$ cat config.mk
export PLATFORM = sky130hd
export DESIGN_NAME = branch_resolve_unit_flat
export DESIGN_NICKNAME = d
export VERILOG_FILES = /design/src/rtl/branch_resolve_if.sv /design/src/rtl/branch_resolve_unit.sv /design/src/flat_wrapper.sv
export SDC_FILE = /design/constraint.sdc
export NUM_CORES = 1
export LEC_CHECK = 0
export ABC_CLOCK_PERIOD_IN_PS = 12100
export BUFFER_PORTS_ARGS = -buffer_cell sky130_fd_sc_hd__buf_2
export CORE_ASPECT_RATIO = 1.1
export CORE_MARGIN = 2
export CORE_UTILIZATION = 62
export DETAILED_ROUTE_END_ITERATION = 10
export PLACE_DENSITY = 0.89
export SYNTH_ARGS = -nofsm -noshare
export SYNTH_HDL_FRONTEND = slang
export SYNTH_SLANG_ARGS = --single-unit
$ cat constraint.sdc
create_clock -name clk -period 12.1 [get_ports clk]
set_input_delay 0.605 -clock clk [delete_from_list [all_inputs] [get_ports clk]]
set_output_delay 0.605 -clock clk [all_outputs]
set_load 0.01 [all_outputs]
$ cat src/rtl/branch_resolve_if.sv
// Pipeline-side bundle of the branch resolve unit: IF/EX inputs, redirect/flush/training outputs.
// The master drives the pipeline inputs; the resolve unit attaches as slave.
interface branch_resolve_if #(parameter int PERF_W = 32);
    logic              IF_DONE;
    logic              MEM_DONE;
    logic              DMA_interrupt;
    logic              WTO_interrupt;
    logic              IF_valid;
    logic              IF_pTaken;
    logic [31:0]       IF_pTarget;
    logic              EX_valid;
    logic              EX_isBranch;
    logic              EX_isJAL;
    logic              EX_isJALR;
    logic              EX_cmpTaken;
    logic [31:0]       EX_PC;
    logic [31:0]       EX_imm;
    logic [31:0]       EX_rs1;
    logic              flush;
    logic              redirect_valid;
    logic [31:0]       redirect_pc;
    logic [1:0]        EX_bType;
    logic              EX_rTaken;
    logic [31:0]       EX_bTarget;
    logic [PERF_W-1:0] branch_cnt;
    logic [PERF_W-1:0] mispred_cnt;

    modport master (
        output IF_DONE, MEM_DONE, DMA_interrupt, WTO_interrupt,
               IF_valid, IF_pTaken, IF_pTarget,
               EX_valid, EX_isBranch, EX_isJAL, EX_isJALR, EX_cmpTaken,
               EX_PC, EX_imm, EX_rs1,
        input  flush, redirect_valid, redirect_pc,
               EX_bType, EX_rTaken, EX_bTarget, branch_cnt, mispred_cnt
    );

    modport slave (
        input  IF_DONE, MEM_DONE, DMA_interrupt, WTO_interrupt,
               IF_valid, IF_pTaken, IF_pTarget,
               EX_valid, EX_isBranch, EX_isJAL, EX_isJALR, EX_cmpTaken,
               EX_PC, EX_imm, EX_rs1,
        output flush, redirect_valid, redirect_pc,
               EX_bType, EX_rTaken, EX_bTarget, branch_cnt, mispred_cnt
    );
endinterface

$ cat src/rtl/branch_resolve_unit.sv
// Carries IF predictions down to EX, resolves the real control-flow outcome, flushes on mispredict
// and holds the corrected fetch PC until IF takes it; also feeds predictor training and perf counters.
module branch_resolve_unit #(
    parameter int PERF_W = 32
) (
    input  logic            clk,
    input  logic            rst,
    branch_resolve_if.slave bus
);
    typedef struct packed {
        logic        valid;
        logic        ptaken;
        logic [31:0] ptarget;
    } pred_t;

    typedef enum logic {IDLE = 1'b0, HOLD = 1'b1} state_t;

    state_t            state_q, state_d;
    pred_t             ifid_q, ifid_d;
    pred_t             idex_q, idex_d;
    logic [31:0]       redirect_pc_q, redirect_pc_d;
    logic [PERF_W-1:0] branch_cnt_q, branch_cnt_d;
    logic [PERF_W-1:0] mispred_cnt_q, mispred_cnt_d;

    logic        adv, trap, idle;
    logic        ctl, taken, mis, resolve, flush;
    logic [31:0] tgt, seq_pc, act_next, pred_next;

    assign adv  = bus.IF_DONE && bus.MEM_DONE;
    assign trap = bus.DMA_interrupt || bus.WTO_interrupt;

    always_comb begin
        ctl       = bus.EX_isBranch | bus.EX_isJAL | bus.EX_isJALR;
        seq_pc    = bus.EX_PC + 32'd4;
        tgt       = bus.EX_isJALR ? ((bus.EX_rs1 + bus.EX_imm) & ~32'd1)
                                  : (bus.EX_PC + bus.EX_imm);
        taken     = bus.EX_isJAL | bus.EX_isJALR | (bus.EX_isBranch & bus.EX_cmpTaken);
        act_next  = taken ? tgt : seq_pc;
        pred_next = idex_q.ptaken ? idex_q.ptarget : seq_pc;
        // Only instructions fetched with a live prediction take part in resolution.
        resolve   = bus.EX_valid && idex_q.valid;
        mis       = resolve && (act_next != pred_next);
        flush     = mis && adv && idle;
    end

    // FSM: state register
    always_ff @(posedge clk or posedge rst) begin
        if (rst) state_q <= IDLE;
        else     state_q <= state_d;
    end

    // FSM: next state
    always_comb begin
        state_d = state_q;
        if (trap) begin
            state_d = IDLE;
        end else begin
            case (state_q)
                IDLE:    if (flush)       state_d = HOLD;
                HOLD:    if (bus.IF_DONE) state_d = IDLE;
                default:                  state_d = IDLE;
            endcase
        end
    end

    // FSM: outputs
    always_comb begin
        idle               = (state_q == IDLE);
        bus.redirect_valid = (state_q == HOLD);
    end

    always_comb begin
        ifid_d        = ifid_q;
        idex_d        = idex_q;
        redirect_pc_d = redirect_pc_q;
        branch_cnt_d  = branch_cnt_q;
        mispred_cnt_d = mispred_cnt_q;
        if (trap) begin
            ifid_d = '0;
            idex_d = '0;
        end else begin
            if (flush) begin
                ifid_d        = '0;
                idex_d        = '0;
                redirect_pc_d = act_next;
            end else if (adv) begin
                // Fetches during HOLD are on the wrong path and must never resolve.
                ifid_d = '{valid: bus.IF_valid && idle, ptaken: bus.IF_pTaken,
                           ptarget: bus.IF_pTarget};
                idex_d = ifid_q;
            end
            if (adv && resolve) begin
                if (!(&branch_cnt_q))  branch_cnt_d  = branch_cnt_q + PERF_W'(ctl);
                if (!(&mispred_cnt_q)) mispred_cnt_d = mispred_cnt_q + PERF_W'(mis);
            end
        end
    end

    always_ff @(posedge clk or posedge rst) begin
        if (rst) begin
            ifid_q        <= '0;
            idex_q        <= '0;
            redirect_pc_q <= '0;
            branch_cnt_q  <= '0;
            mispred_cnt_q <= '0;
        end else begin
            ifid_q        <= ifid_d;
            idex_q        <= idex_d;
            redirect_pc_q <= redirect_pc_d;
            branch_cnt_q  <= branch_cnt_d;
            mispred_cnt_q <= mispred_cnt_d;
        end
    end

    always_comb begin
        bus.flush       = flush;
        bus.redirect_pc = redirect_pc_q;
        bus.branch_cnt  = branch_cnt_q;
        bus.mispred_cnt = mispred_cnt_q;
        bus.EX_bType    = 2'b00;
        bus.EX_rTaken   = 1'b0;
        bus.EX_bTarget  = 32'd0;
        if (bus.EX_valid) begin
            bus.EX_rTaken  = taken;
            bus.EX_bTarget = tgt;
            if (idex_q.valid) begin
                if (bus.EX_isBranch)   bus.EX_bType = 2'b10;
                else if (bus.EX_isJAL) bus.EX_bType = 2'b01;
            end
        end
    end
endmodule

$ cat src/flat_wrapper.sv
// flat-port wrapper written by rule: the top's interface ports become plain ports
module branch_resolve_unit_flat 
#(
    parameter int PERF_W = 32
)
  (clk, rst, bus_IF_DONE, bus_MEM_DONE, bus_DMA_interrupt, bus_WTO_interrupt, bus_IF_valid, bus_IF_pTaken, bus_IF_pTarget, bus_EX_valid, bus_EX_isBranch, bus_EX_isJAL, bus_EX_isJALR, bus_EX_cmpTaken, bus_EX_PC, bus_EX_imm, bus_EX_rs1, bus_flush, bus_redirect_valid, bus_redirect_pc, bus_EX_bType, bus_EX_rTaken, bus_EX_bTarget, bus_branch_cnt, bus_mispred_cnt);
  branch_resolve_if #(.PERF_W(PERF_W)) bus_i ();
  input  logic clk;
  input  logic rst;
  input wire logic [$bits(bus_i.IF_DONE)-1:0] bus_IF_DONE;
  input wire logic [$bits(bus_i.MEM_DONE)-1:0] bus_MEM_DONE;
  input wire logic [$bits(bus_i.DMA_interrupt)-1:0] bus_DMA_interrupt;
  input wire logic [$bits(bus_i.WTO_interrupt)-1:0] bus_WTO_interrupt;
  input wire logic [$bits(bus_i.IF_valid)-1:0] bus_IF_valid;
  input wire logic [$bits(bus_i.IF_pTaken)-1:0] bus_IF_pTaken;
  input wire logic [$bits(bus_i.IF_pTarget)-1:0] bus_IF_pTarget;
  input wire logic [$bits(bus_i.EX_valid)-1:0] bus_EX_valid;
  input wire logic [$bits(bus_i.EX_isBranch)-1:0] bus_EX_isBranch;
  input wire logic [$bits(bus_i.EX_isJAL)-1:0] bus_EX_isJAL;
  input wire logic [$bits(bus_i.EX_isJALR)-1:0] bus_EX_isJALR;
  input wire logic [$bits(bus_i.EX_cmpTaken)-1:0] bus_EX_cmpTaken;
  input wire logic [$bits(bus_i.EX_PC)-1:0] bus_EX_PC;
  input wire logic [$bits(bus_i.EX_imm)-1:0] bus_EX_imm;
  input wire logic [$bits(bus_i.EX_rs1)-1:0] bus_EX_rs1;
  output wire logic [$bits(bus_i.flush)-1:0] bus_flush;
  output wire logic [$bits(bus_i.redirect_valid)-1:0] bus_redirect_valid;
  output wire logic [$bits(bus_i.redirect_pc)-1:0] bus_redirect_pc;
  output wire logic [$bits(bus_i.EX_bType)-1:0] bus_EX_bType;
  output wire logic [$bits(bus_i.EX_rTaken)-1:0] bus_EX_rTaken;
  output wire logic [$bits(bus_i.EX_bTarget)-1:0] bus_EX_bTarget;
  output wire logic [$bits(bus_i.branch_cnt)-1:0] bus_branch_cnt;
  output wire logic [$bits(bus_i.mispred_cnt)-1:0] bus_mispred_cnt;
  assign bus_i.IF_DONE = bus_IF_DONE;
  assign bus_i.MEM_DONE = bus_MEM_DONE;
  assign bus_i.DMA_interrupt = bus_DMA_interrupt;
  assign bus_i.WTO_interrupt = bus_WTO_interrupt;
  assign bus_i.IF_valid = bus_IF_valid;
  assign bus_i.IF_pTaken = bus_IF_pTaken;
  assign bus_i.IF_pTarget = bus_IF_pTarget;
  assign bus_i.EX_valid = bus_EX_valid;
  assign bus_i.EX_isBranch = bus_EX_isBranch;
  assign bus_i.EX_isJAL = bus_EX_isJAL;
  assign bus_i.EX_isJALR = bus_EX_isJALR;
  assign bus_i.EX_cmpTaken = bus_EX_cmpTaken;
  assign bus_i.EX_PC = bus_EX_PC;
  assign bus_i.EX_imm = bus_EX_imm;
  assign bus_i.EX_rs1 = bus_EX_rs1;
  assign bus_flush = bus_i.flush;
  assign bus_redirect_valid = bus_i.redirect_valid;
  assign bus_redirect_pc = bus_i.redirect_pc;
  assign bus_EX_bType = bus_i.EX_bType;
  assign bus_EX_rTaken = bus_i.EX_rTaken;
  assign bus_EX_bTarget = bus_i.EX_bTarget;
  assign bus_branch_cnt = bus_i.branch_cnt;
  assign bus_mispred_cnt = bus_i.mispred_cnt;
  branch_resolve_unit #(.PERF_W(PERF_W)) u_core (.clk(clk), .rst(rst), .bus(bus_i));
endmodule
Yosys cells after proc, flatten, opt, wreduce, memory -nomap -nowiden
Cells that the tools add are included.
{"block": "classes", "add_sub_neg": 5, "n_eq_ne": 1, "mux": 19, "bitwise_logic": 9, "n_reduce_logical": 14}
{"cell": "$mux W34", "count": 6}
{"cell": "$mux W32", "count": 4}
{"cell": "$add A32 B1 Y32", "count": 2}
{"cell": "$add A32 B32 Y32", "count": 2}
{"cell": "$reduce_and A32 Y1", "count": 2}
{"cell": "$add A32 B3 Y32 const B", "count": 1}
{"cell": "$ne A32 B32 Y1", "count": 1}
{"cell": "$logic_and A1 B1 Y1", "count": 7}
{"cell": "$mux W2", "count": 3}
{"cell": "$reduce_and A3 Y1", "count": 2}
{"cell": "$mux W1", "count": 5}
{"cell": "$not A1 Y1", "count": 4}
{"cell": "$or A1 B1 Y1", "count": 4}
{"cell": "$reduce_bool A3 Y1", "count": 1}
{"cell": "$pmux W1 S2", "count": 1}
{"cell": "$reduce_and A2 Y1", "count": 1}
{"cell": "$and A1 B1 Y1", "count": 1}
{"cell": "$logic_or A1 B1 Y1", "count": 1}
{"block": "word_totals", "register_bits": 165, "in_bits": 141, "wordCells": 58}

Depth between registers and ports, before layout
Gate-level depths: netlist (run 1).
{"block": "logic_depth", "word_depth": 10, "depth_mapped": 22}

Worst setup path after synthesis (run 1)
No wires, ideal clock.
{"block": "synth_timing", "kind": "input to register", "start": "input bus_EX_imm[0]", "end": "register u_core.mispred_cnt_q[28] (netlist: u_core.bus.mispred_cnt[28])", "setup_time_ps": 126, "arrival_time_ps": 5051, "required_time_ps": 11974, "slack_ps": 6923, "cell_stages": 22, "n_path_buf": 0, "cell_sequence": "ha_1 inv_1 fa_1 nor2b_1 o2111ai_1 a2111oi_4 o31a_1 a21oi_1 xnor2_1 mux2i_1 mux2i_1 or4b_2 nor4_4 a31oi_1 ha_1 ha_1 and2_1 and3_1 and2_1 nand2_1 nor2_1 xor2_1"}
{"block": "synth_between", "elab_chain_cells": 6}
{"item": "from (decl)", "line": "flat_wrapper.sv:23", "text": "input wire logic [$bits(bus_i.EX_imm)-1:0] bus_EX_imm;"}
{"item": "$add A32 B32 Y32, on equally long branches", "line": "branch_resolve_unit.sv:36, branch_resolve_unit.sv:35"}
{"item": "$mux W32 *", "line": "branch_resolve_unit.sv:35", "text": "tgt = bus.EX_isJALR ? ((bus.EX_rs1 + bus.EX_imm) & ~32'd1)"}
{"item": "$mux W32 *", "line": "branch_resolve_unit.sv:38", "text": "act_next = taken ? tgt : seq_pc;"}
{"item": "$ne A32 B32 Y1 *", "line": "branch_resolve_unit.sv:42", "text": "mis = resolve && (act_next != pred_next);"}
{"item": "$logic_and A1 B1 Y1 *", "line": "branch_resolve_unit.sv:42"}
{"item": "$add A32 B1 Y32 *", "line": "branch_resolve_unit.sv:94", "text": "if (!(&mispred_cnt_q)) mispred_cnt_d = mispred_cnt_q + PERF_W'(mis);"}
{"item": "to (signal assigned)", "line": "branch_resolve_unit.sv:111", "text": "mispred_cnt_q <= mispred_cnt_d;"}
{"item": "to (decl)", "line": "branch_resolve_unit.sv:23", "text": "logic [PERF_W-1:0] mispred_cnt_q, mispred_cnt_d;"}
Every way passes the cells marked *; elsewhere a longest branch is shown, timed or not.
A chain may end at the register's enable or synchronous reset.

Worst setup path after layout (run 1)
{"block": "layout_timing", "start": "input bus_EX_isJALR", "end": "register u_core.mispred_cnt_q[26] (netlist: u_core.bus.mispred_cnt[26])"}
{"block": "layout_between", "elab_chain_cells": 6}
{"item": "from (decl)", "line": "flat_wrapper.sv:20", "text": "input wire logic [$bits(bus_i.EX_isJALR)-1:0] bus_EX_isJALR;"}
{"item": "$or A1 B1 Y1 (2 in series)", "line": "branch_resolve_unit.sv:37", "text": "taken = bus.EX_isJAL | bus.EX_isJALR | (bus.EX_isBranch & bus.EX_cmpTaken);"}
{"item": "$mux W32 *", "line": "branch_resolve_unit.sv:38"}
{"item": "$ne A32 B32 Y1 *", "line": "branch_resolve_unit.sv:42"}
{"item": "$logic_and A1 B1 Y1 *", "line": "branch_resolve_unit.sv:42"}
{"item": "$add A32 B1 Y32 *", "line": "branch_resolve_unit.sv:94"}
Marks and branches as above.

==> results of run 1 <==
-- logic make-up after synthesis --
family                   after synthesis  synth area share, %
AND/OR/NAND/NOR                      722                 24.8
adder cells (fa/ha/maj)               68                 6.00
XOR/XNOR                             165                 10.4
buffers and inverters                133                 3.66
AO/OA/AOI/OAI                        450                 20.3
multiplexers                          79                 6.29
flip-flops                           165                 28.6
-- area by class of cell --
cell class / instances / share of cell area, %
clock buffers: 19 / 2.62
flip-flops and latches: 165 / 25.0
clock inverters: 13 / 1.01
well taps: 300 / 2.27
repair buffers: 283 / 8.72
multi-input cells: 1484 / 59.5
inverters: 41 / 0.961
-- through the flow --
stage          utilization (%)  instances  setup WS (ns)  total power [mW]
2_1_floorplan                -       1782           6.92             0.912
3_5_place_dp              69.7       2273           5.23              1.09
3_3_place_gp              69.7       2273           5.43              1.08
6_report                  72.3       2305           5.44              1.66
4_1_cts                   72.3       2305           5.60              1.64
5_1_grt                   72.3       2305           5.24              1.72
-- per-layer routing --
layer	vias up	track usage, %
met5	-	0
met4	0	20.5
met3	218	7.69
met2	1011	70.7
met1	7464	54.7
li1	6922	-
-- worst max-delay path: stages --
cell and delay (ns):
buf_2 0.07, buf_4 0.70, inv_2 0.60, mux2i_1 0.43
mux2i_1 0.15, mux2_2 0.29, a2111oi_2 0.37, o221ai_1 0.17
or4_1 0.42, a2111oi_0 0.65, nand4b_1 0.25, nor4_4 0.51
a31oi_1 0.25, ha_1 0.30, ha_1 0.20, and2_1 0.17
and3_1 0.23, and2_1 0.23, nand2_1 0.15, nor2_1 0.07
xor2_1 0.14
-- power breakdown --
| part | switching [mW] | internal [mW] | leakage, nW |
|---|---|---|---|
| Sequential | 0.00229 | 0.554 | 2.25 |
| Combinational | 0.355 | 0.191 | 4.99 |
| Clock | 0.248 | 0.312 | 0.286 |
-- sequential cells by signal, indices dropped and copies added (netlist names) --
register                   flops
u_core.idex_q                 34
u_core.ifid_q                 34
u_core.bus.branch_cnt         32
u_core.bus.mispred_cnt        32
u_core.bus.redirect_pc        32
u_core.bus.redirect_valid      1
-- worst max path at each step --
stage | cells after the start | slack (ns) | end | from
floorplan | 22 | 6.92 | u_core.bus.mispred_cnt[28] | bus_EX_imm[0]
global placement | 21 | 5.43 | u_core.bus.mispred_cnt[26] | bus_EX_isJALR
detailed placement | 21 | 5.23 | u_core.bus.mispred_cnt[26] | bus_EX_isJALR
CTS | 21 | 5.60 | u_core.bus.mispred_cnt[26] | bus_EX_isJALR
global route | 21 | 5.24 | u_core.bus.mispred_cnt[28] | bus_EX_isJALR
finish | 21 | 5.44 | u_core.bus.mispred_cnt[26] | bus_EX_isJALR
-- placed cells by master (no fill, tap or decap), drive strengths merged, types with 11 or more instances in the layout --
cell    instances
buf           283
nand2         273
dfrtp         165
o21ai         142
xnor2         108
nor2          100
a21oi          97
nand3          72
ha             66
nand4          54
xor2           53
inv            47
mux2i          45
nor3           43
mux2           34
and3           33
o21a           28
a211oi         28
and2           22
or3            20
nor2b          19
clkbuf         19
nor4           18
nand2b         17
o211ai         16
a21o           16
and4           11
a31oi          11
==> metrics, run 1 <==
RSZ-0062 raised after global routing=no; Inserted Clock Buffers=17; Post-DP Area=15,900 µm²; M1 WL=20.7 mm; final wirelength=53.4 mm; FFs w/ async S/R, synth=100%; Critical Path RT=12.42 ns; core area=22,900 µm²; Antenna Cells=0; Post-DRT Antenna Nets=0; die width=149 µm; Synth Flop Type=dfrtp_1; synth top area cells=dfrtp_1 (29%), nand2_1 (7.1%), xnor2_1 (6.6%), ha_1 (5.7%), a21oi_1 (3.4%); Net Count, Synth=1,991; CTS H-tree lvls=4; grt ovf=0; status=finished, final reports clean; number of synthesized register bits=165; Max Clock Freq=0.150 GHz; Clock Sinks=165; Rows=58; met3 wire length=4.97 mm; finished layout cell area=16,500 µm²; Worst Clk Skew=0.0136 ns; Layout area overhead=14.6%; Final nets=2,201; drt first pass iters=6; top sig layer=met4; CTS Root Cell=clkbuf_16; R2R depth=18; routed length on met2=24.8 mm; Critical Path Sink Type=flip-flop; vias in the first global route=14,900; most frequent cell after synthesis=nand2_1; flip-flop and latch area=4130 µm²; Max clock buf depth=2; worst skew pair latency=0.43 ns; Setup CP Type=primary input to flip-flop; Post-synth top cells=nand2_1 (273), dfrtp_1 (165), xnor2_1 (108); Synth Cell Area=14,400 µm²; worst relative slew slack=18.1%; CTS tree=built; crit share post-route=55.0%; layout cell share with drive strength beyond 1=18.7%; CTS Hold Bufs=0; Post-synth EDFFs=0; worst r2r dst=u_core.bus.mispred_cnt[26]; Synth Warn #=0; initial antenna violation count=0; Worst R2R Setup Slack=6.55 ns; peak supply drop=0.135 mV; Fin. Hold Viols=0; post-CTS setup buffer count=0; DRC violations left=0; initial core utilization=63.1%; I/O Buffers=273; sequential area share after synthesis=28.6%; PostCTS Resize Cnt=0; max-slew violation count=0; Worst-Margin Slew=1.22 ns; Static Leak=7.53 nW; Mean Syn Cell Area=8.10 µm²; first-pass GRT wire length=81.8 mm; crit path launch type=primary input; TNS Setup=0 ns; Synth top area share=28.6%; RePlAce Congestion=1.01; Multi-input gate area=9830 µm²; DIE AREA=24,500 µm²; Max-Cap Viols=0; largest net degree at the start of global routing=103; 1st-iter DRT viols=1,738; vias per cell=6.77; Netlist cell types=83; drt wl/cell=23.2 µm; Die Span Y=164 µm; hold slack=0.379 ns; Synth area leader=dfrtp_1; critical path data arrival time=6.98 ns; crit path time final=6.66 ns; Layout fillers=1,738; hpwl dp=40.2 mm; # setup viols final=0; worst r2r src=u_core.idex_q[32]; GR Util All Layers=42.9%; Synth Instances=1,782; Top Ports=274; Worst Hold Class=primary input to async pin; PwrDens=101 nW/µm²; Critical Path Fanout Max=80; DR vias=15,600; Clk pin slew, worst setup/hold paths=0.07 ns
(Power assumes the default switching activity.)
==> inputs of run 2 (changes only) <==
--- a/config.mk
+++ b/config.mk
@@ -5,13 +5,14 @@
 export SDC_FILE = /design/constraint.sdc
 export NUM_CORES = 1
 export LEC_CHECK = 0
-export ABC_CLOCK_PERIOD_IN_PS = 12100
+export ABC_AREA = 1
+export ABC_CLOCK_PERIOD_IN_PS = 5700
 export BUFFER_PORTS_ARGS = -buffer_cell sky130_fd_sc_hd__buf_2
 export CORE_ASPECT_RATIO = 1.1
 export CORE_MARGIN = 2
-export CORE_UTILIZATION = 62
+export CORE_UTILIZATION = 52
 export DETAILED_ROUTE_END_ITERATION = 10
-export PLACE_DENSITY = 0.89
+export PLACE_DENSITY = 0.79
 export SYNTH_ARGS = -nofsm -noshare
 export SYNTH_HDL_FRONTEND = slang
 export SYNTH_SLANG_ARGS = --single-unit
==> constraint.sdc (replaced) <==
create_clock -name clk -period 5.7 [get_ports clk]
set_input_delay 0.285 -clock clk [delete_from_list [all_inputs] [get_ports clk]]
set_output_delay 0.285 -clock clk [all_outputs]
set_load 0.01 [all_outputs]
==> metrics, run 2 <==
status=finished, final reports clean; Synth area leader=dfrtp_1; Fin. Hold Viols=0; Synth Cell Area=15,000 µm²; pre-CTS WS=0.990 ns; Rows=65; finished layout cell area=17,300 µm²; post-synthesis mux area share=0.200%; # setup viols final=0; most frequent CP cell=nand2_1; drt first pass iters=6; worst relative slew slack=20.2%; max-slew violation count=0; RePlAce Congestion=1.00; Post-synth top cells=nand2_1 (964), inv_1 (353), nand3_1 (323); largest family of logic cells by synthesized area=simple AND/OR/NAND/NOR gates; DR vias=16,700; Worst Hold Class=primary input to flip-flop; Synth Flop Type=dfrtp_1; Mean Syn Cell Area=6.04 µm²; FFs w/ async S/R, synth=100%; Final nets=2,939; grt ovf=0; PwrDens=194 nW/µm²; crit path launch type=primary input; Critical Path Fanout Max=5; initial antenna violation count=1; commonest non-fill, non-tap cell in the layout=nand2_1; Synth Area in XOR/XNOR=5.20%; vias in the first global route=16,200; Setup CP Type=primary input to flip-flop; post-synthesis compound-gate area fraction=3.85%; Static Leak=10.5 nW; number of synthesized register bits=165; Post-DP Area=16,600 µm²; first-pass GRT wire length=82.5 mm; largest net degree at the start of global routing=119; CTS H-tree lvls=4; post-synthesis adder-cell area fraction=5.78%; TNS Setup=0 ns; DIE AREA=30,200 µm²; Slowest cell on crit path=ha_1; Die Span Y=182 µm; worst skew pair latency=0.43 ns; flip-flop and latch area=4130 µm²; Max Clock Freq=0.227 GHz; Max clock buf depth=2; most frequent cells in the layout=nand2_1 (963), inv_1 (352), nand3_1 (323); final wirelength=52.4 mm; Multi-input gate area=9200 µm²; simple-gate area share of the yosys netlist=46.3%; DRC violations left=0; crit share post-route=77.1%; Worst Clk Skew=0.00977 ns; post-CTS setup buffer count=0; Post-DRT Antenna Nets=0; Synth Instances=2,481; Synth top area share=27.6%; synth top area cells=dfrtp_1 (28%), nand2_1 (24%), nand3_1 (11%), inv_1 (8.8%), ha_1 (5.5%); Inserted Clock Buffers=17; CTS Root Cell=clkbuf_16; most frequent cell after synthesis=nand2_1; Synth Warn #=0; Net Count, Synth=2,690; core area=28,500 µm²; hpwl dp=42.4 mm; final worst slack=1.30 ns; Clock Sinks=165; vias per cell=5.36; die width=166 µm; RSZ-0062 raised after global routing=no; Critical Path Sink Type=flip-flop; delay of the slowest critical-path stage=0.38 ns; Critical Path RT=6.07 ns; PostCTS Resize Cnt=0; layout cell share with drive strength beyond 1=13.5%; 1st-iter DRT viols=1,500; crit path time final=4.40 ns; biggest regs=u_core.idex_q (34), u_core.ifid_q (34); Netlist cell types=46; Max-Cap Viols=0; Post-synth EDFFs=0; CTS Hold Bufs=0; Layout fillers=2,832; I/O Buffers=273; Worst-Margin Slew=1.20 ns; sequential area share after synthesis=27.6%; Clk pin slew, worst setup/hold paths=0.06 ns; GR Util All Layers=34.2%; critical path data arrival time=4.76 ns; initial core utilization=52.5%; CTS tree=built; drt wl/cell=16.8 µm; Layout area overhead=15.2%; Top Ports=274; peak supply drop=0.207 mV
==> run 2: changes by cell type after synthesis, moves of 42 or more <==
cell,before,now
inv_1,40,353
xnor2_1,108,33
mux2i_1,45,3
nor2_1,100,191
nand2_1,273,964
nand3_1,72,323
a21oi_1,97,42
clkbuf_1,70,28
o21ai_1,68,9
==> run 2: path summary, 6_finish.rpt <==
| kind | cells after the start | from | end | slack, ns |
|---|---|---|---|---|
| min in group asynchronous | 2 | rst | u_core.ifid_q[31] | 0.10 |
| setup reg to reg | 22 | u_core.idex_q[32] | u_core.bus.mispred_cnt[26] | 2.05 |
| setup / recovery | 33 | bus_EX_imm[18] | u_core.bus.mispred_cnt[25] | 1.30 |
| hold reg to reg | 2 | u_core.bus.redirect_pc[24] | u_core.bus.redirect_pc[24] | 0.48 |
| hold / removal | 2 | bus_IF_DONE | u_core.bus.redirect_valid | 0.08 |
| max in group asynchronous | 3 | rst | u_core.bus.mispred_cnt[14] | 4.37 |
==> run 2: final cells by class <==
type | instances | area share, %
Antenna cell | 1 | 0.0145
Clock buffer | 18 | 2.54
Clock inverter | 14 | 1.02
Inverter | 365 | 7.97
Multi-Input combinational cell | 1893 | 53.3
Sequential cell | 165 | 23.9
Tap cell | 368 | 2.67
Timing Repair Buffer | 288 | 8.57
==> run 2: report_power, final <==
group	internal [mW]	leakage (nW)	switching [mW]
sequential	1.18	2.24	0.00448
combinational	0.310	7.94	0.669
clock	0.705	0.290	0.489
==> run 2: through the flow <==
stage	total power, mW	util (%)	std cells	hold WS, ns
3_3_place_gp	2.16	58.3	3079	0.461
4_1_cts	3.35	60.5	3111	0.0731
5_1_grt	3.53	60.5	3112	0.0833
2_1_floorplan	1.84	-	2481	0.382
3_5_place_dp	2.16	58.3	3079	0.461
6_report	3.36	60.5	3112	0.0767
==> run 2: logic make-up (layout without fill, tap and decap cells) <==
group / count (synthesis) / after routing
buf+inv: 423 / 685
other cells: 0 / 1
mux: 3 / 3
xor+xnor: 89 / 89
simple gates: 1626 / 1626
flops: 165 / 165
compound gates: 107 / 107
fa+ha+maj: 68 / 68
==> run 2: routing by layer <==
layer | vias to the layer above | part of all wire (%) | global-route usage, %
li1 | 8272 | - | -
met1 | 7702 | 41 | 42.0
met4 | 0 | 4.7 | 15.2
met3 | 119 | 5.6 | 3.60
met2 | 599 | 49 | 60.9
met5 | - | 0 | 0
==> run 2: worst max-delay path: cells and delay by family <==
kind	cells	cell delay, ns
adders and majority gates	2	0.57
buffers and inverters	2	0.18
and+or+nand+nor	29	3.74
==> inputs of run 3 (changes only) <==
--- a/config.mk
+++ b/config.mk
@@ -6,7 +6,7 @@
 export NUM_CORES = 1
 export LEC_CHECK = 0
 export ABC_AREA = 1
-export ABC_CLOCK_PERIOD_IN_PS = 5700
+export ABC_CLOCK_PERIOD_IN_PS = 3900
 export BUFFER_PORTS_ARGS = -buffer_cell sky130_fd_sc_hd__buf_2
 export CORE_ASPECT_RATIO = 1.1
 export CORE_MARGIN = 2
==> constraint.sdc (replaced) <==
create_clock -name clk -period 3.9 [get_ports clk]
set_input_delay 0.195 -clock clk [delete_from_list [all_inputs] [get_ports clk]]
set_output_delay 0.195 -clock clk [all_outputs]
set_load 0.01 [all_outputs]
==> metrics, run 3 (same netlist as run 2, synthesis figures left out) <==
status=complete, but fails checks; failing checks=negative hold slack; Top Ports=274; DR vias=18,000; CTS tree=built; layout cell share with drive strength beyond 1=25.6%; Worst Clk Skew=0.0108 ns; Layout area overhead=34.3%; Critical Path End=u_core.bus.mispred_cnt[25]; initial core utilization=52.5%; Post-DRT Antenna Nets=0; Fin. Hold Viols=24; Critical Path Fanout Max=4; hpwl dp=43.6 mm; Max Clock Freq=0.263 GHz; core area=28,500 µm²; most frequent CP cell=nand2_1; CP startpoint=bus_EX_imm[19]; DRC violations left=0; GR Util All Layers=35.4%; hold slack=-0.0281 ns; 1st-iter DRT viols=1,502; vias in the first global route=17,100; most frequent cells in the layout=nand2_1 (919), inv_1 (348), nand3_1 (279); Critical Path RT=4.22 ns; crit path time final=3.80 ns; worst r2r src=u_core.idex_q[32]; I/O Buffers=273; commonest non-fill, non-tap cell in the layout=nand2_1; Clock Sinks=165; Max-Cap Viols=0; PwrDens=266 nW/µm²; worst r2r dst=u_core.bus.mispred_cnt[25]; CTS Root Cell=clkbuf_16; drt wl/cell=16.5 µm; Antenna Cells=0; initial antenna violation count=0; Setup CP Type=primary input to flip-flop; max-slew violation count=0; Final nets=3,202; Worst-Margin Slew=1.14 ns; crit path launch type=primary input; worst relative slew slack=23.8%; Final Util=70.5%; first-pass GRT wire length=86.0 mm; # setup viols final=0; delay of the slowest critical-path stage=0.35 ns; Worst R2R Setup Slack=0.28 ns; Inserted Clock Buffers=17; Static Leak=12.0 nW; peak supply drop=0.350 mV; worst skew pair latency=0.43 ns; Critical Path Sink Type=flip-flop; grt ovf=0; biggest regs=u_core.idex_q (34), u_core.ifid_q (34); critical path data arrival time=4.11 ns; Rows=65; DIE AREA=30,200 µm²; final wirelength=55.7 mm; R2R depth=24; Max clock buf depth=2; Clk pin slew, worst setup/hold paths=0.07 ns; RePlAce Congestion=1.03; Die Span Y=182 µm; Worst Hold Class=primary input to async pin; crit share post-route=97.3%; drt first pass iters=6; largest net degree at the start of global routing=166; CTS H-tree lvls=4; vias per cell=5.33; Slowest cell on crit path=nor4_4; Design Power=5.35 mW; die width=166 µm
-- run 3: layout make-up --
cell class                 instances  area (µm²)
sequential                       165        4130
tap                              368         460
clock inverter                    12         144
timing repair buffer             551        3600
inverter                         365        1370
fill                            2463        8430
clock buffer                      20         457
multi-input combinational       1893        9960
-- run 3: how the worst min path moves through the flow --
stage                                  start                    endpoint  slack, ns  depth (start not counted)
final                                    rst  u_core.bus.mispred_cnt[23]      -0.03                          3
after global routing       bus_IF_pTarget[8]            u_core.ifid_q[8]       0.02                          3
after CTS                 bus_IF_pTarget[31]           u_core.ifid_q[31]      0.003                          3
after detailed placement  bus_IF_pTarget[17]           u_core.ifid_q[17]       0.42                          3
after global placement     bus_IF_pTarget[8]            u_core.ifid_q[8]       0.42                          3
after floorplan                  bus_IF_DONE   u_core.bus.redirect_valid       0.29                          1
-- run 3: power by group --
group	leakage (nW)	internal (mW)	switching [mW]
Clock	0.290	0.990	0.736
Sequential	2.24	1.72	0.00622
Combinational	9.42	0.778	1.12
Total	12.0	3.49	1.86
-- run 3: per-stage QoR --
| stage | TNS [ns] | worst slack [ns] | std cells | hold WS, ns | cell area, µm² |
|---|---|---|---|---|---|
| after CTS | 0 | 0.0153 | 3364 | 0.00265 | 19300 |
| after floorplan | 0 | 0.251 | 2481 | 0.292 | 15000 |
| final | 0 | 0.105 | 3374 | -0.0281 | 20100 |
| after global routing | -0.789 | -0.169 | 3374 | 0.0195 | 20100 |
| after detailed placement | -9.18 | -0.594 | 3316 | 0.423 | 18500 |
| after global placement | -9.34 | -0.622 | 3316 | 0.420 | 18500 |
-- run 3: what timing repair did --
item | 4_1_cts | 5_1_grt
setup buffers | 0 | 10
resized for setup | 3 | 172
hold endpoints to repair | 16 | 0
hold buffers | 16 | 0
pin swaps | 0 | 32
setup endpoints to repair | 11 | 17
-- run 3: per-layer routing --
metal	vias to the layer above	GRT usage [%]	wire length (µm)
met5	-	0	0
met4	0	16.2	2530
met3	129	3.29	3470
met2	707	62.1	27300
met1	8328	44.2	22500
li1	8803	-	-
-- run 3: critical path, delay by kind of cell --
kind | cells | cell delay [ns]
adders and majority gates | 2 | 0.44
and+or+nand+nor | 26 | 3.01
buffers and inverters | 4 | 0.45
